`src/rtl/seq_detect_fsm.sv`:
```
// rtl/seq_detect_fsm.sv - parametrised serial pattern detector with optional match counter
//
// Purpose: consumes one bit per valid cycle, tracks how many leading PATTERN
// bits are matched and pulses match for each complete occurrence. OVERLAP
// selects resuming from the longest proper border (1) or from empty (0).
// Optional feature macro: SEQ_MATCH_CNT_EN adds a saturating match_cnt output.
//
// Ports:
//   clk       - rising-edge clock
//   rst       - asynchronous active-low reset
//   clear     - synchronous clear of state/match/history (priority over in_valid)
//   in_valid  - in_bit is consumed on a rising edge while high
//   in_bit    - serial data bit
//   state     - number of pattern-prefix bits currently matched (0..LEN-1)
//   match     - registered one-cycle pulse per completed pattern
//   match_cnt - saturating match count (SEQ_MATCH_CNT_EN only)

module seq_detect_fsm #(
    parameter int             LEN     = 4,
    parameter logic [LEN-1:0] PATTERN = 4'b1011,
    parameter bit             OVERLAP = 1'b1,
    parameter int             CNT_W   = 8,
    localparam int            SW      = $clog2(LEN + 1)
) (
    input  logic              clk,
    input  logic              rst,
    input  logic              clear,
    input  logic              in_valid,
    input  logic              in_bit,
    output logic [SW-1:0]     state,
    output logic              match
`ifdef SEQ_MATCH_CNT_EN
    ,
    output logic [CNT_W-1:0]  match_cnt
`endif
);

    // Longest proper prefix of p that is also a suffix of p.
    function automatic int calc_border(input logic [LEN-1:0] p);
        int             b;
        logic [LEN-1:0] mask;
        b = 0;
        for (int l = 1; l < LEN; l++) begin
            mask = {LEN{1'b1}} >> (LEN - l);
            if ((p >> (LEN - l)) == (p & mask)) begin
                b = l;
            end
        end
        return b;
    endfunction

    localparam int BORDER = calc_border(PATTERN);

    // Only the older LEN-1 bits are stored; the newest bit is in_bit itself.
    logic [LEN-2:0] hist;
    logic [LEN-1:0] hist_next;
    int             k_next;
    logic           full;

    // k_next: longest prefix of PATTERN ending at the new bit, bounded by
    // state+1 so history older than the current partial match is ignored.
    always_comb begin
        logic [LEN-1:0] mask;
        hist_next = {hist, in_bit};
        k_next    = 0;
        mask      = '0;
        for (int k = 1; k <= LEN; k++) begin
            mask = {LEN{1'b1}} >> (LEN - k);
            if ((k <= int'(state) + 1) && ((hist_next & mask) == (PATTERN >> (LEN - k)))) begin
                k_next = k;
            end
        end
        full = (k_next == LEN);
    end

    always_ff @(posedge clk or negedge rst) begin
        if (!rst) begin
            state <= '0;
            match <= 1'b0;
            hist  <= '0;
`ifdef SEQ_MATCH_CNT_EN
            match_cnt <= '0;
`endif
        end else if (clear) begin
            state <= '0;
            match <= 1'b0;
            hist  <= '0;
        end else if (in_valid) begin
            hist <= hist_next[LEN-2:0];
            if (full) begin
                match <= 1'b1;
                state <= OVERLAP ? SW'(BORDER) : '0;
`ifdef SEQ_MATCH_CNT_EN
                if (match_cnt != {CNT_W{1'b1}}) begin
                    match_cnt <= match_cnt + 1'b1;
                end
`endif
            end else begin
                match <= 1'b0;
                state <= SW'(k_next);
            end
        end else begin
            match <= 1'b0;
        end
    end

`ifndef SEQ_MATCH_CNT_EN
    logic [CNT_W-1:0] unused_cnt_w;
    assign unused_cnt_w = '0;
`endif

endmodule

```
`config.mk`:
```
export PLATFORM = sky130hd
export DESIGN_NAME = seq_detect_fsm
export DESIGN_NICKNAME = d
export VERILOG_FILES = /design/src/rtl/seq_detect_fsm.sv
export SDC_FILE = /design/constraint.sdc
export NUM_CORES = 1
export LEC_CHECK = 0
export ABC_AREA = 1
export BUFFER_PORTS_ARGS = -buffer_cell sky130_fd_sc_hd__buf_2
export CORE_AREA = 2 2 39 41
export CTS_BUF_LIST = sky130_fd_sc_hd__clkbuf_16
export DETAILED_ROUTE_END_ITERATION = 7
export DIE_AREA = 0 0 41 43
export GPL_TIMING_DRIVEN = 0
export HOLD_SLACK_MARGIN = 0.03
export PLACE_DENSITY_LB_ADDON = 0.1
export SYNTH_ARGS = -nofsm -noshare
export SYNTH_HDL_FRONTEND = slang
export SYNTH_SLANG_ARGS = --single-unit
```
`constraint.sdc`:
```
create_clock -name clk -period 1.6 [get_ports clk]
set_input_delay 0.08 -clock clk [delete_from_list [all_inputs] [get_ports clk]]
set_output_delay 0.08 -clock clk [all_outputs]
set_load 0.02 [all_outputs]
```
; Word level (Yosys, flattened, before mapping)
; Index checks and enable logic that the tools add are counted.
[classes]
add_sub_neg = 1
mux = 12
magnitude_cmp = 4
n_eq_ne = 4
reduce_logical = 5
[op_table]
columns = op, n
row1 = "<= comparator 3 x 32 -> 1 bit, first input constant", 2
row2 = "<= comparator 2 x 32 -> 1 bit, first input constant", 1
row3 = 2-to-1 mux 3 bit, 6
row4 = "== test 3 bit, second input constant", 2
row5 = "adder 3 x 1 -> 4 bit, second input constant", 1
row6 = "== test 4 bit, second input constant", 1
row7 = "<= comparator 3 x 4 -> 1 bit, first input constant", 1
row8 = logical AND 1 bit, 4
row9 = 2-to-1 mux 1 bit, 4
row10 = 2-to-1 mux 2 bit, 2
row11 = "== test 2 bit, second input constant", 1
row12 = nonzero test 2 bit, 1
[totals]
input_bits = 5
ff_bits = 7
elab_cells = 29
out_inout_bits = 4

; Depth between registers and ports, before layout
; Gate-level depths: netlist of the first run.
[logic_depth]
ltp_word = 11
ltp_mapped = 9

; Worst setup path before layout of the first run
; No wires, ideal clock.
[synth_timing]
path_kind = register to register
from = register state[0]
to = register state[0]
synth_period_minus_slack_ns = 1.350
arrival_ns = 1.233
setup_time_ns = 0.117
t_required_ns = 1.483
path_slack_ns = 0.250
path_stages_with_launch = 10
cell_sequence = dfrtp_1 inv_1 ha_1 nand2_1 inv_1 nand4_1 nand2_1 nand2_1 nand2_1 nand2_1
[synth_between]
elab_chain_cells = 11
elab_cells_between_ends = 17
classes_between = add/sub: 1 / order compare: 4 / eq/ne: 1 / mux: 7 / reduce/logical: 4
[synth_lines]
columns = item, line
row1 = start: declaration, 30  ; output logic [SW-1:0] state,
row2 = start signal: assignment, 92  ; state <= OVERLAP ? SW'(BORDER) : '0;
row3 = start signal: assignment, 100  ; state <= SW'(k_next);
row4 = adder 3 x 1 -> 4 bit (*), 69  ; if ((k <= int'(state) + 1) && ((hist_next & mask) == (PATTERN >> (LEN - k)))) begin
row5 = <= comparator 2 x 32 -> 1 bit, 69
row6 = logical AND 1 bit, 69
row7 = 2-to-1 mux 1 bit, 69
row8 = 2-to-1 mux 2 bit (2 in a row), 69
row9 = 2-to-1 mux 3 bit (*), 69
row10 = == test 3 bit, 73  ; full = (k_next == LEN);
row11 = 2-to-1 mux 3 bit (*), 90  ; if (full) begin
row12 = 2-to-1 mux 3 bit (*), 88  ; end else if (in_valid) begin
row13 = 2-to-1 mux 3 bit (*), 84  ; end else if (clear) begin
; Every way passes the cells marked *; elsewhere a longest branch is shown, timed or not. The select of a mux whose other input is x is not followed.
; A chain may end at the register's enable or synchronous reset.

; Final worst setup path of the first run
[layout_timing]
from = register state[0]
to = register state[1]
; The elaborated chain is that of the path after synthesis.

==> results.toml, run 1 <==
[route]
drc = 0
avgViaCountPerCell = 4.442
ant_nets = 0
drtPass1Iterations = 2
dr.first_iter.drc_count = 2
wl_per_cell_um = 9.523
detail_route.wirelength_um = 819
vias = 382

[critical_path]
crit_path_end_kind = "register"
startpoint_type = "register"
crit_fanout = 7
cpPeakStageDelay_ns = 0.44
crit_arrival_ns = 1.43
cp.required_ns = 1.72
critPathSlowestCell = "dfrtp_1"
path_common_cell = "nand2_1"
critPathKind = "reg2reg"
path_cells = "inv_1 -> ha_1 -> nor2_1 -> nand4_1 -> nand2_1 -> nand2_1 -> nand2_1 -> nand2_1"

[global_routing]
grt.total_usage = 0.1244
grt_overflow = 0
antenna_found_initial = 0
grt_max_degree = 8
grt_pass1_wl_mm = 1.435
grt_pass1_vias = 380

[cts]
cts_setup_buffers = 0
cts-resized-gates = 0
cts_buffer_depth = 2
cts_made_buffers = 3
clk_pin_slew_ns = 0.04
holdBufCountCts = 1
htree_levels = 1
ctsRootBufferMaster = "clkbuf_16"
clk_latency_ns = 0.23
cts_tree = "done"
cts_num_sinks = 7

[synth]
synth_area_leaders = "dfrtp_1 41%, nand2_1 13%, ha_1 12%"
synthDistinctLibCells = 12
synth_cells = 57
yosysSeqAreaShare = 0.4118
synth.net_count = 66
synth.top_cell.area_share = 0.4118
synth_top_area_cell = "dfrtp_1"
syn_area_sq_um = 425.4
yosysWarningCount = 0
syn_avg_cell_area_sq_um = 7.463
synth-seq-cells = 7

[layout]
multi_input_area_sq_um = 205.2
nFillCells = 145
seq_area_sq_um = 175.2
drive_above_1_share = 0.1857
nets = 80
area_growth_pct = 35.00
num_antenna_cells = 0
post-route-util = 0.4150
layout.cells.non_filler = 86

[placed_design]
place_hpwl_um = 653.7
routabilityCongestion = 0.7342
placed_cells = 81
port_buffers = 8

[sta]
max_freq_mhz = 766.5
setup_viol_count_final = 0
post-route-period-util = 0.8154
slew_headroom = 0.8168
grt_setup_unrepaired = "false"
fin_crit_ns = 1.305
finClkSkew_ns = 0.0002036
tightest_slew_ns = 0.2738
drv_slew = 0
tns_ns = 0
whs_ns = 0.1225
final-hold-violation-count = 0

[floorplan]
start_util = 0.3074
die_height_um = 43
rows = 14
core-area_sq_mm = 0.001384
dieWidth_um = 41
io_pins = 9
fp.dieArea_sq_mm = 0.001763

[power_and_ir_drop]
p_per_area_mw_per_mm2 = 1124
p_leak_uw = 0.0003217
power_uw = 645.7
ir_drop_v = 0.0005993

[status]
status = "finished clean"

[run]
cap_violations = 0

[worst_hold_path]
hp-class = "in2reg"
[final cells by class]
type	count	share of cell area
Tap cell	16	0.03486
Inverter	12	0.07843
Timing Repair Buffer	9	0.08715
Sequential cell	7	0.3050
Clock buffer	3	0.1307
Clock inverter	1	0.006536
Multi-Input combinational cell	38	0.3573
[cell usage in the layout (no fill, tap or decap), drive strengths merged]
| cell | n |
|---|---|
| a21oi | 1 |
| nor3 | 1 |
| nand2 | 16 |
| clkbuf | 3 |
| o22ai | 2 |
| nor2 | 7 |
| nand4 | 3 |
| buf | 8 |
| o21ai | 1 |
| dlygate4sd3 | 1 |
| nand3 | 3 |
| ha | 4 |
| dfrtp | 7 |
| inv | 13 |
[cells by family after synthesis]
family | synth area share
flip-flops | 0.4118
AO/OA/AOI/OAI | 0.05291
AND/OR/NAND/NOR | 0.3118
adder cells (fa/ha/maj) | 0.1177
buffers and inverters | 0.1059
[critical path, delay by kind of cell, from the launching register on]
family        cells  cell delay, ns
buf+inv           1            0.10
fa+ha+maj         1            0.20
flops             1            0.44
simple gates      6            0.47
[cells in the mapped netlist]
cell and number:
a21oi_1 1, nor3_2 1, nand3_1 3, nand4_1 3, nand2_1 15, nor2_1 7, o22ai_1 2, o21ai_0 1
inv_1 12, nand2_2 1, dfrtp_1 7, ha_1 4
[power breakdown]
part           switching, uW  leakage (uW)  internal, uW
Combinational           23.8      0.000183          14.4
Sequential              4.66     0.0000962           182
Clock                   95.5     0.0000423           325
Total                    124      0.000322           522
[flip-flops by register name (all words and copies together) (netlist names)]
signal / count
state: 3
match: 1
hist: 3
[per-layer routing]
metal,vias to the layer above,share of wire,track usage
met3,2,0.035,0.03141
met2,8,0.49,0.1906
met4,0,0.017,0.1000
met1,171,0.45,0.1349
met5,-,0,0
li1,201,-,-
[final timing paths]
path                                from  endpoint  slack, ns  cells past startpoint
worst min-delay path               clear  state[0]       0.12                      4
worst max-delay path            state[0]  state[1]       0.30                      8
min in group asynchronous            rst   hist[2]       0.21                      2
worst max register to register  state[0]  state[1]       0.30                      8
worst min register to register   hist[2]   hist[2]       0.50                      2
max in group asynchronous            rst  state[0]       1.23                      2
[metrics by stage]
step,setup WS (ns),instance area (sq um)
after global routing,0.1687,574.3
after floorplan,0.2498,425.4
final,0.2954,574.3
after detailed placement,0.2744,485.5
after CTS,0.2631,574.3
after global placement,0.2661,485.5
Power figures use the tool's default switching activity.
==> inputs of run 2 (changes only) <==
--- a/config.mk
+++ b/config.mk
@@ -5,7 +5,7 @@
 export SDC_FILE = /design/constraint.sdc
 export NUM_CORES = 1
 export LEC_CHECK = 0
-export ABC_AREA = 1
+export ABC_AREA = 0
 export BUFFER_PORTS_ARGS = -buffer_cell sky130_fd_sc_hd__buf_2
 export CORE_AREA = 2 2 39 41
 export CTS_BUF_LIST = sky130_fd_sc_hd__clkbuf_16
==> constraint.sdc (replaced) <==
create_clock -name clk -period 1.27 [get_ports clk]
set_input_delay 0.0635 -clock clk [delete_from_list [all_inputs] [get_ports clk]]
set_output_delay 0.0635 -clock clk [all_outputs]
set_load 0.02 [all_outputs]
==> run 2 against run 1 <==
  * The run now ends with setup timing left
  * Power grew 26%
  * Non-clock buffer count grew 2
  * Synthesized area grew 5.6%
  * Largest power group unchanged
  * Highest routed layer unchanged
  * Die area is the same
  * Worst setup slack lost 0.40 ns
  * Synthesized cell count shrank 21%
  * Critical endpoint unchanged
  * Clock skew is essentially flat
  * Routed wire length grew 16%
==> results.toml, run 2 <==
[synth]
syn_area_sq_um = 449.2
synth-simple-area-share = 0.2674
synth_cells = 45
synth_top_area_cell = "dfrtp_1"
synth-main-ff-cell = "dfrtp_1"
synthDistinctLibCells = 21
yosys-top-cells-count = "7 x dfrtp_1, 5 x nor2_1, 4 x a21oi_1, 4 x ha_1"
synthMuxAreaShare = 0.06685
syn_avg_cell_area_sq_um = 9.982
synth_compound_area_frac = 0.1281
synth_xor_area_frac = 0
synth.net_count = 54
synth_area_leaders = "dfrtp_1 39%, ha_1 11%, mux2i_1 6.7%"
synth_fa_ha_area_frac = 0.1114
async_flop_share = 1.000
yosysSeqAreaShare = 0.3900
synth_edf_count = 0
yosysWarningCount = 0
synth_top_family_by_area = "simple AND/OR/NAND/NOR gates"
synth.top_cell.area_share = 0.3900
synth-seq-cells = 7
synth_most_common_cell = "dfrtp_1"

[critical_path]
worstPathBufferInverterCount = 0
crit_fanout = 7
path_cells = "ha_4 -> and2_4 -> a211o_1 -> nand3b_1 -> o22ai_1"
startpoint_type = "register"
cpPeakStageDelay_ns = 0.45
critPathKind = "reg2reg"
critPathSlowestCell = "dfrtp_2"
crit_arrival_ns = 1.48
cp.required_ns = 1.37
critPathTopFamily = "flip-flops"
crit_path_end_kind = "register"

[route]
vias = 383
wl_per_cell_um = 12.67
drtPass1Iterations = 4
detail_route.wirelength_um = 950
drc = 0
ant_nets = 0
dr.first_iter.drc_count = 5
avgViaCountPerCell = 5.107

[power_and_ir_drop]
power.switching_uw = 151.2
seqPwrFrac = 0.292
combPwrFrac = 0.064
internal_power_uw = 662.3
p_sw_frac = 0.1859
power_uw = 813.5
p_per_area_mw_per_mm2 = 1282
p_leak_uw = 0.0002715
pwr-share-clk = 0.644
ir_drop_v = 0.0009343

[cts]
cts_tree = "done"
clk_latency_ns = 0.23
cts_num_sinks = 7
htree_levels = 1
ctsRootBufferMaster = "clkbuf_16"
cts_made_buffers = 3
clk_pin_slew_ns = 0.03
cts_buffer_depth = 2

[sta]
finClkSkew_ns = 0.0006273
tns_ns = -0.1641
setup_viol_count_final = 3
slew_headroom = 0.8483
layout_setup_ws_ns = -0.1022
fin_crit_ns = 1.372
max_freq_mhz = 728.7
grt_setup_unrepaired = "true"
tightest_slew_ns = 0.2275
final-hold-violation-count = 0
post-route-period-util = 1.080
drv_slew = 0

[floorplan]
rows = 14
die_height_um = 43
core-area_sq_mm = 0.001384
dieWidth_um = 41
io_pins = 9
fp.dieArea_sq_mm = 0.001763
start_util = 0.3246

[global_routing]
grt_pass1_vias = 393
grt_max_degree = 10
grt_pass1_wl_mm = 1.662
grt.total_usage = 0.1463
antenna_found_initial = 0
grt_overflow = 0

[placed_design]
place_ws_ns = -0.2063
port_buffers = 7
routabilityCongestion = 0.6282
place_area_sq_um = 519.2
place_hpwl_um = 724

[layout]
drive_above_1_share = 0.4068
top_regs = "hist: 3 flops, state: 3 flops, match: 1 flops"
num_antenna_cells = 0
layout_commonest_cell = "buf_2"
nets = 69
area_growth_pct = 41.23
final_area_sq_um = 634.4
layout_common_cells = "8 x buf_2, 5 x nor2_1, 5 x dfrtp_1"

[status]
status = "complete, but fails checks"
violations = "setup timing"

[worst_hold_path]
hp-class = "in2reg"

[run]
cap_violations = 0
## run 2: layout make-up
type / instances / area, sq um
well taps: 16 / 20.02
clock inverters: 1 / 3.754
fillers: 133 / 749.5
plain buffers: 1 / 5.005
inverters: 3 / 11.26
clock buffers: 3 / 75.07
flip-flops and latches: 7 / 177.7
repair buffers: 10 / 60.06
multi-input cells: 34 / 281.5
## run 2: layer usage
layer / track usage / vias up / routed length (um)
met5: 0 / - / 0
met4: 0.1400 / 0 / 39
met3: 0 / 5 / 29
met2: 0.2094 / 8 / 450
met1: 0.1873 / 184 / 431
li1: - / 186 / -
## run 2: logic make-up (layout without fill, tap and decap cells)
kind of cell / Yosys count / count (layout)
simple gates: 19 / 19
compound gates: 8 / 8
flops: 7 / 7
fa+ha+maj: 4 / 4
buf+inv: 4 / 18
mux: 3 / 3
## run 2: path summary, 6_finish.rpt
check,from,end,slack (ns),cells after the start
setup / recovery,state[1],state[1],-0.10,5
hold / removal,clear,state[0],0.1,2
setup reg to reg,state[1],state[1],-0.10,5
hold reg to reg,hist[2],hist[2],0.54,2
max in group asynchronous,rst,state[0],0.91,2
min in group asynchronous,rst,hist[1],0.19,2
## run 2: timing repair
item	CTS	global route
endpoints found under the hold margin	7	0
setup endpoints to repair	3	3
cloned	0	0
setup buffers	2	0
gates resized for setup	4	0
hold buffers	1	0
## run 2: worst reg2reg max path, stage by stage (launching register included)
cell,delay [ns]
dfrtp_2,0.45
ha_4,0.19
and2_4,0.15
a211o_1,0.29
nand3b_1,0.10
o22ai_1,0.07
## run 2: power by group through the flow
stage / combinational (uW) / sequential (uW) / clock [uW]
final: 51.9 / 238 / 524
after global routing: 58.2 / 239 / 545
after CTS: 52.3 / 238 / 533
after detailed placement: 46.0 / 241 / 0
after global placement: 43.8 / 241 / 0
after floorplan: 23.9 / 242 / 0
## run 2: stage by stage
stage | hold slack [ns] | std cells | utilization
after floorplan | -0.2321 | 45 | -
after global placement | -0.1057 | 68 | 0.3752
after detailed placement | -0.09915 | 68 | 0.3752
after CTS | 0.09423 | 75 | 0.4584
after global routing | 0.1208 | 75 | 0.4584
final | 0.09803 | 75 | 0.4584
==> inputs of run 3 (changes only) <==
--- a/config.mk
+++ b/config.mk
@@ -11,7 +11,6 @@
 export CTS_BUF_LIST = sky130_fd_sc_hd__clkbuf_16
 export DETAILED_ROUTE_END_ITERATION = 7
 export DIE_AREA = 0 0 41 43
-export GPL_TIMING_DRIVEN = 0
 export HOLD_SLACK_MARGIN = 0.03
 export PLACE_DENSITY_LB_ADDON = 0.1
 export SYNTH_ARGS = -nofsm -noshare
==> run 3 against run 2 <==
  * The run still ends with setup timing left
  * Critical path depth unchanged
  * Cell count unchanged
  * Clock power decreased by 1%
  * Clock skew increased by 0.0021 ns
  * Sequential share of layout area decreased by 0.11 points
  * Via count decreased by 2.1%
  * Routed wire length increased by 5.6%
  * Critical path type unchanged
  * Largest power group unchanged
==> results.toml, run 3 (synthesis results as in run 2) <==
[status]
status = "complete, but fails checks"
violations = "setup timing"

[critical_path]
crit_arrival_ns = 1.50
path_depth = 5
crit_fanout = 7
crit_path_end_kind = "register"
startpoint_type = "register"
cpPeakStageDelay_ns = 0.46
worstPathBufferInverterCount = 0
critPathTopFamily = "flip-flops"
critPathSlowestCell = "dfrtp_2"
path_cells = "ha_4 -> and2_4 -> a211o_1 -> nand3b_1 -> o22ai_1"
ff2ff_path_depth = 5
critPathKind = "reg2reg"
cp.required_ns = 1.37

[layout]
top_regs = "hist: 3 flops, state: 3 flops, match: 1 flops"
post-route-util = 0.4602
layout_common_cells = "8 x buf_2, 5 x dfrtp_1, 4 x nor2_1"
layout_commonest_cell = "buf_2"
area_growth_pct = 41.78
drive_above_1_share = 0.4237
num_antenna_cells = 0
nets = 69

[cts]
clk_pin_slew_ns = 0.04
cts_num_sinks = 7
ctsRootBufferMaster = "clkbuf_16"
cts_made_buffers = 3
clk_latency_ns = 0.23
htree_levels = 1
cts_buffer_depth = 2
cts_tree = "done"

[route]
drc = 0
avgViaCountPerCell = 5.000
vias = 375
drtPass1Iterations = 4
ant_nets = 0
detail_route.wirelength_mm = 1.003
dr.first_iter.drc_count = 6
wl_per_cell_um = 13.37

[global_routing]
grt_max_degree = 10
grt.total_usage = 0.1391
grtUsageMet3 = 0.01571
busiest_layer = "met2"
met1_usage = 0.1667
antenna_found_initial = 0
grt_overflow = 0
grt_pass1_wl_mm = 1.587
gr-usage-met2 = 0.2063
grt_pass1_vias = 383

[floorplan]
rows = 14
die_height_um = 43
core-area_sq_mm = 0.001384
dieWidth_um = 41
fp.dieArea_sq_mm = 0.001763
io_pins = 9
start_util = 0.3246

[sta]
finClkSkew_ns = 0.002690
tns_ns = -0.2396
final-hold-violation-count = 0
grt_setup_unrepaired = "true"
layout_setup_ws_ns = -0.1266
setup_viol_count_final = 3
post-route-period-util = 1.100
max_freq_mhz = 716.0
tightest_slew_ns = 0.2177
slew_headroom = 0.8549
drv_slew = 0
fin_crit_ns = 1.397

[run]
cap_violations = 0

[power_and_ir_drop]
p_per_area_mw_per_mm2 = 1266
p_leak_uw = 0.0002724
ir_drop_v = 0.0008138

[worst_hold_path]
hp-class = "in2reg"
hold_path_depth = 2

[placed_design]
place_ws_ns = -0.1115
place_hpwl_um = 753.6
port_buffers = 8
routabilityCongestion = 0.7130
## run 3: changes by cell type in the layout (fill, tap and decap cells not counted)
cell / before / now
nor2_1: 5 / 4
nor2_2: 0 / 1
## run 3: per-stage QoR
stage | hold WS, ns | instances | total power [uW] | cell area (sq um)
2_1_floorplan | -0.2321 | 45 | 265.9 | 464.2
3_3_place_gp | -0.1005 | 69 | 286.4 | 526.8
3_5_place_dp | -0.09068 | 69 | 287.7 | 526.8
4_1_cts | 0.08623 | 74 | 816.5 | 615.6
5_1_grt | 0.1112 | 75 | 839.2 | 636.9
6_report | 0.09237 | 75 | 806.0 | 636.9
## run 3: per-layer routing
layer | wire length, um | share of wire
met5 | 0 | 0
met4 | 10 | 0.010
met3 | 22 | 0.022
met2 | 537 | 0.54
met1 | 432 | 0.43
## run 3: area by class of cell
cell class | instances | area (sq um)
fillers | 128 | 747.0
multi-input cells | 34 | 284.0
flip-flops and latches | 7 | 177.7
clock buffers | 3 | 75.07
repair buffers | 11 | 65.06
well taps | 16 | 20.02
inverters | 3 | 11.26
clock inverters | 1 | 3.754
## run 3: timing repair
item / 4_1_cts / 5_1_grt
setup endpoints to repair: 3 / 3
endpoints found under the hold margin: 7 / 0
gates cloned: 0 / 0
hold buffers: 1 / 0
setup buffers: 0 / 1
pin swaps: 0 / 2
gates resized for setup: 0 / 5
## run 3: power by group
group | internal, uW | switching [uW] | leakage (uW) | total (uW)
Clock | 408 | 109 | 0.0000423 | 517
Sequential | 230 | 9.91 | 0.0000931 | 240
Combinational | 21.9 | 27.4 | 0.000137 | 49.2
Total | 660 | 146 | 0.000272 | 806
## run 3: worst paths after layout
kind | startpoint | to | slack (ns)
max in group asynchronous | rst | state[0] | 0.89
hold / removal | clear | state[0] | 0.09
setup / recovery | state[0] | state[1] | -0.13
min in group asynchronous | rst | state[1] | 0.20
setup reg to reg | state[0] | state[1] | -0.13
hold reg to reg | hist[2] | hist[2] | 0.57
